`src/rtl/tokenflow_sync_source.sv`:
```
// -----------------------------------------------------------------------------
// tokenflow_sync_source
//
// Purpose:
//   Clocked token producer. A forward-difference generator produces the
//   quadratic sequence y(n) = A*n^2 + B*n (mod 2^W), buffers it in a
//   DEPTH-entry FIFO and emits each value on a bundled-data req/ack channel
//   running either 4-phase (return-to-zero) or 2-phase (transition) signalling.
//
// Optional feature macro:
//   TOKENFLOW_ACK_SYNC_EN -- when defined, out_ack is passed through a
//   two-flop synchroniser before the channel FSM sees it (needed for pad or
//   otherwise asynchronous acks; adds 2 cycles of ack latency). When
//   undefined, the FSM uses out_ack directly and the environment must drive
//   out_ack from clk.
//
// Parameters:
//   W          data width, all arithmetic mod 2^W
//   DEPTH      FIFO entries, power of two, >= 2
//   FOUR_PHASE 1 = 4-phase return-to-zero, 0 = 2-phase transition signalling
//   A, B       quadratic and linear coefficients
//
// Ports:
//   clk       in   sole clock, rising edge
//   reset     in   synchronous, active-high
//   en        in   generator enable (0 = no new tokens produced)
//   out_ack   in   channel acknowledge from the environment
//   out_req   out  channel request (registered)
//   out_data  out  channel data, bundled with out_req (registered)
//   level     out  FIFO occupancy, 0..DEPTH (registered)
// -----------------------------------------------------------------------------
module tokenflow_sync_source #(
   parameter int unsigned W          = 16,
   parameter int unsigned DEPTH      = 4,
   parameter bit          FOUR_PHASE = 1'b1,
   parameter int unsigned A          = 1,
   parameter int unsigned B          = 1
) (
   input  logic                   clk,
   input  logic                   reset,
   input  logic                   en,
   input  logic                   out_ack,
   output logic                   out_req,
   output logic [W-1:0]           out_data,
   output logic [$clog2(DEPTH):0] level
);

   localparam int unsigned PW       = $clog2(DEPTH);
   localparam logic [PW-1:0] PTR_ONE  = PW'(1);
   localparam logic [PW:0]   LVL_ONE  = (PW+1)'(1);
   localparam logic [PW:0]   LVL_FULL = (PW+1)'(DEPTH);
   // Forward differences: first step is y(1)-y(0) = A+B, second difference is 2A.
   localparam logic [W-1:0]  DIFF_RST  = W'(A + B);
   localparam logic [W-1:0]  DIFF_STEP = W'(2 * A);

   typedef enum logic [1:0] {
      ST_IDLE,
      ST_SETUP,
      ST_WAIT_HI,
      ST_WAIT_LO
   } state_e;

   // Channel state and registered outputs
   state_e         state_q, state_d;
   logic           req_q, req_d;
   logic [W-1:0]   data_q, data_d;

   // Generator
   logic [W-1:0]   y_q, y_d;
   logic [W-1:0]   diff_q, diff_d;

   // FIFO
   logic [W-1:0]   mem_q [DEPTH];
   logic [PW-1:0]  wr_ptr_q, wr_ptr_d;
   logic [PW-1:0]  rd_ptr_q, rd_ptr_d;
   logic [PW:0]    level_q, level_d;

   logic           ack_s;
   logic           push;
   logic           pop;

   // ---------------------------------------------------------------------------
   // Ack path
   // ---------------------------------------------------------------------------
`ifdef TOKENFLOW_ACK_SYNC_EN
   logic ack_meta_q;
   logic ack_sync_q;

   always_ff @(posedge clk) begin
      if (reset) begin
         ack_meta_q <= 1'b0;
         ack_sync_q <= 1'b0;
      end else begin
         ack_meta_q <= out_ack;
         ack_sync_q <= ack_meta_q;
      end
   end

   assign ack_s = ack_sync_q;
`else
   assign ack_s = out_ack;
`endif

   // ---------------------------------------------------------------------------
   // Channel FSM next-state / output logic
   // ---------------------------------------------------------------------------
   always_comb begin
      // NOTE: every signal written here gets a default first, so no path can
      // leave it unassigned and infer a latch.
      state_d = state_q;
      req_d   = req_q;
      data_d  = data_q;
      pop     = 1'b0;

      unique case (state_q)
         ST_IDLE: begin
            // In 4-phase mode the previous handshake must have fully returned to zero.
            if ((level_q != '0) && (!FOUR_PHASE || !ack_s)) begin
               state_d = ST_SETUP;
               data_d  = mem_q[rd_ptr_q];
            end
         end
         ST_SETUP: begin
            // Data was launched last edge, so it is stable for a full cycle before req moves.
            state_d = ST_WAIT_HI;
            req_d   = FOUR_PHASE ? 1'b1 : ~req_q;
         end
         ST_WAIT_HI: begin
            if (FOUR_PHASE) begin
               if (ack_s) begin
                  pop     = 1'b1;
                  req_d   = 1'b0;
                  state_d = ST_WAIT_LO;
               end
            end else if (ack_s == req_q) begin
               pop     = 1'b1;
               state_d = ST_IDLE;
            end
         end
         ST_WAIT_LO: begin
            if (!ack_s) begin
               state_d = ST_IDLE;
            end
         end
         default: begin
            state_d = ST_IDLE;
         end
      endcase
   end

   // ---------------------------------------------------------------------------
   // Generator and FIFO bookkeeping
   // ---------------------------------------------------------------------------
   always_comb begin
      // Full is judged on the current level: a pop this cycle does not open a slot.
      push     = en && (level_q != LVL_FULL);
      y_d      = y_q;
      diff_d   = diff_q;
      wr_ptr_d = wr_ptr_q;
      rd_ptr_d = rd_ptr_q;
      level_d  = level_q;

      if (push) begin
         y_d      = y_q + diff_q;
         diff_d   = diff_q + DIFF_STEP;
         wr_ptr_d = wr_ptr_q + PTR_ONE;
      end

      if (pop) begin
         rd_ptr_d = rd_ptr_q + PTR_ONE;
      end

      if (push && !pop) begin
         level_d = level_q + LVL_ONE;
      end else if (pop && !push) begin
         level_d = level_q - LVL_ONE;
      end
   end

   // ---------------------------------------------------------------------------
   // State registers
   // ---------------------------------------------------------------------------
   // NOTE: sequential state uses non-blocking assignments so every flop samples
   // the pre-edge value of every other flop, independent of block ordering.
   always_ff @(posedge clk) begin
      if (reset) begin
         state_q  <= ST_IDLE;
         req_q    <= 1'b0;
         data_q   <= '0;
         y_q      <= '0;
         diff_q   <= DIFF_RST;
         wr_ptr_q <= '0;
         rd_ptr_q <= '0;
         level_q  <= '0;
      end else begin
         state_q  <= state_d;
         req_q    <= req_d;
         data_q   <= data_d;
         y_q      <= y_d;
         diff_q   <= diff_d;
         wr_ptr_q <= wr_ptr_d;
         rd_ptr_q <= rd_ptr_d;
         level_q  <= level_d;
      end
   end

   // NOTE: FIFO storage is deliberately not reset; the pointers and level are,
   // so stale entries are never read.
   always_ff @(posedge clk) begin
      if (push) begin
         mem_q[wr_ptr_q] <= y_q;
      end
   end

   assign out_req  = req_q;
   assign out_data = data_q;
   assign level    = level_q;

endmodule

```
`config.mk`:
```
export PLATFORM = sky130hd
export DESIGN_NAME = tokenflow_sync_source
export DESIGN_NICKNAME = d
export VERILOG_FILES = /design/src/rtl/tokenflow_sync_source.sv
export SDC_FILE = /design/constraint.sdc
export NUM_CORES = 1
export LEC_CHECK = 0
export BUFFER_PORTS_ARGS = -buffer_cell sky130_fd_sc_hd__buf_2
export CORE_ASPECT_RATIO = 0.6
export CORE_MARGIN = 4
export CORE_UTILIZATION = 55
export DETAILED_ROUTE_END_ITERATION = 6
export MAX_ROUTING_LAYER = met4
export PLACE_DENSITY = 0.72
export SYNTH_ARGS = -nofsm -noshare
export SYNTH_HDL_FRONTEND = slang
export SYNTH_SLANG_ARGS = --single-unit
```
`constraint.sdc`:
```
create_clock -name clk -period 3.05 [get_ports clk]
set_input_delay 0.305 -clock clk [delete_from_list [all_inputs] [get_ports clk]]
set_output_delay 0.305 -clock clk [all_outputs]
set_load 0.005 [all_outputs]
```
==> impl_metrics.csv <==
group,metric,value,unit
critical_path,worstSetupEndpointType,"register",
route,drt_wl_total,10.3,mm
finish,stdcell_count,586,
hold_path,min_path_cells,4,
finish,multi_input_area,2100,um2
clock_network,numCtsBuffers,17,
finish,drive_above_1_share,16.5,%
critical_path,worst_ep_required_time,3350,ps
sta,clock_skew,9.28,ps
sta,worst_pin_slew,896,ps
floorplan,ioPinCount,24,
floorplan,dieHeight,82.7,um
floorplan,initial_core_util,58.2,%
clock_network,htree_levels,4,
floorplan,coreArea,8780,um2
floorplan,die_x,132,um
clock_network,root_buffer,"clkbuf_16",
finish,area_growth,14.8,%
sta,clock.fmax,0.398,GHz
floorplan,die-area,10900,um2
placed_design,io_buffers,22,
finish,n_fill_cell,651,
grt,grt_pass1_wl,17.4,mm
finish,seqCellArea,2900,um2
hold_path,hold_class,"input pin to register",
logic_synthesis,syn-num-nets,465,
critical_path,arrival,2810,ps
clock_network,cts_hold_buffers,0,
sta,period_share,82.3,%
grt,grt.total_usage,21.9,%
power_and_ir_drop,leakage,2.24,nW
clock_network,cts.sinks,115,
critical_path,path_cells,"ha_1 > fa_1 > a211oi_2 > o21ai_2 > a211oi_1 > o31ai_1 > a21oi_1 > mux2_1",
route,wl_per_cell,17.6,um
logic_synthesis,synth_edf_count,60,
logic_synthesis,postSynthCellCount,435,
critical_path,cp.depth,8,
grt,globalRouteOverflowTotal,0,
critical_path,cp-start-kind,"register",
logic_synthesis,synth.avg_cell_area,11.7,um2
power_and_ir_drop,pwr-share-clk,39.0,%
grt,antenna_found_initial,0,
logic_synthesis,yosys_warnings,0,
power_and_ir_drop,comb_power_share,18.6,%
logic_synthesis,synth_top_area_share,35.3,%
logic_synthesis,synth-seq-cells,115,
route,vias,3373,
job,cap_violations,0,
logic_synthesis,ys_seq_area_share,56.8,%
placed_design,gp_congestion,0.921,
sta,setup_viol,0,
grt,first_global_vias,3367,
outcome,status,"complete, no violations",
critical_path,cp_top_family,"compound AO/OA/AOI/OAI gates",
power_and_ir_drop,sw_frac_of_total,28.4,%
clock_network,post_cts_buffers,0,
placed_design,dpl.hpwl,6.82,mm
clock_network,cts.clk_slew.worst_paths,50,ps
floorplan,num_rows,26,
grt,grt_max_degree,50,
sta,drv_slew,0,
finish,antenna_cells,0,
critical_path,crit_type,"register to register",
logic_synthesis,ys.flop_type,"edfxtp_1",
power_and_ir_drop,power_switching,0.00134,W
clock_network,ctsResizeCount,0,
sta,hold_viol_final,0,
route,final_antenna_net_count,0,
route,first_iter_violations,250,
clock_network,cts_tree,"yes",
logic_synthesis,yosysUniqueCellTypes,51,
logic_synthesis,async_reset_ff_share,0,%
sta,rsz0062_at_grt,"false",
clock_network,clock_latency,410,ps
clock_network,clockBufferDepth,2,
sta,period_minus_slack,2510,ps
power_and_ir_drop,power_density,803,nW/um2
placed_design,dp.cells,554,
critical_path,critPathMaxFanout,6,
route,via_per_inst,5.76,
critical_path,cp_slowest_cell,"fa_1",
route,route.detailed.drc,0,
sta,slew_headroom,40.2,%
critical_path,worstRegToRegCells,8,
power_and_ir_drop,peakVddDrop,488,uV
route,firstDrtPassIters,4,
logic_synthesis,synth_area_leaders,"edfxtp_1, dfxtp_1, mux4_2",
logic_synthesis,synth_top_area_cell,"edfxtp_1",
power_and_ir_drop,cell_internal_pwr,0.00337,W
critical_path,critPathBufInv,0,
finish,final_nets,491,
power_and_ir_drop,power_frac_seq,42.5,%
critical_path,max_stage_delay,440,ps
logic_synthesis,netlist_area,5110,um2
sta,fin_setup_tns,0,ps
-- cell usage in the layout, fill, tap and decap left out, types with 6 or more instances in the layout --
master / netlist / final
a211oi_1: 8 / 8
a21o_1: 6 / 6
a21oi_1: 40 / 40
and3_1: 6 / 6
buf_2: 6 / 22
clkbuf_16: 0 / 17
clkinvlp_4: 0 / 6
dfxtp_1: 55 / 55
edfxtp_1: 60 / 60
ha_1: 24 / 24
inv_1: 6 / 6
mux4_2: 15 / 15
nand2_1: 58 / 58
nand3_1: 7 / 7
nor2_1: 31 / 31
nor3_1: 6 / 6
o21ai_0: 10 / 10
xnor2_1: 9 / 9
xor2_1: 12 / 12
-- layout make-up --
cell class / count / area share [%]
Sequential cell: 115 / 49.5
Multi-Input combinational cell: 293 / 35.7
Clock buffer: 19 / 7.55
Timing Repair Buffer: 27 / 2.52
Tap cell: 112 / 2.39
Clock inverter: 13 / 1.88
Inverter: 7 / 0.448
-- sequential cells by signal, summed over array words and instances (netlist names) --
signal,cells
mem_q,60
diff_q,15
out_data,15
y_q,15
level,3
rd_ptr_q,2
state_q,2
wr_ptr_q,2
out_req,1
-- final timing paths --
path          startpoint          end  slack (ps)
min              out_ack  rd_ptr_q[1]         310
max               y_q[1]      y_q[15]         540
max reg2reg       y_q[1]      y_q[15]         540
min reg2reg  out_data[7]  out_data[7]         450
-- layer usage --
metal	wire length [um]	part of all wire, %	global-route usage (%)	up-vias
li1	-	-	-	1652
met1	4980	48	28.4	1621
met2	4500	44	33.1	91
met3	714	6.9	7.08	9
met4	92	0.89	7.47	0
met5	0	0	-	-
-- Yosys cell counts (all sizes together) (2+ instances only) --
master  count
edfxtp     60
nand2      58
dfxtp      55
a21oi      40
nor2       32
ha         24
o21ai      16
mux4       15
clkbuf     13
xor2       12
a211oi      9
xnor2       9
nand3       8
a21o        7
buf         7
inv         7
and3        6
nor3        6
nand4       5
or3         5
nand3b      4
a211o       3
nor2b       3
nor3b       3
o211ai      3
o21a        3
fa          2
mux2i       2
nor4b       2
o31ai       2
or3b        2
or4         2
-- per-stage QoR --
stage               worst slack [ps]  util, %  power, W  instance area, um2  hold WS [ps]
floorplan                        514        -   0.00263                5110           453
global placement                 659     60.5   0.00286                5310           438
detailed placement               586     60.5   0.00291                5310           443
CTS                              565     66.8   0.00475                5870           292
global route                     360     66.8   0.00497                5870           348
finish                           539     66.8   0.00471                5870           306
-- power groups by stage --
stage                     sequential, W  combinational (W)  clock (W)
after floorplan                 0.00200           0.000626          0
after global placement          0.00201           0.000852          0
after detailed placement        0.00203           0.000879          0
after CTS                       0.00200           0.000883    0.00186
after global routing            0.00204           0.000985    0.00195
final                           0.00200           0.000874    0.00183
-- kinds of logic after synthesis --
| family | share of synthesized area (%) |
|---|---|
| simple gates | 13.0 |
| flops | 56.8 |
| compound gates | 10.4 |
| buf+inv | 2.20 |
| fa+ha+maj | 6.66 |
| xor+xnor | 3.60 |
| mux | 7.22 |
| other cells | 0.0734 |
-- worst min-delay path: cells and delay by family --
| kind | cells | cell delay, ps |
|---|---|---|
| buf+inv | 1 | 140 |
| xor+xnor | 1 | 70 |
| simple gates | 2 | 170 |
Power figures use the tool's default switching activity.
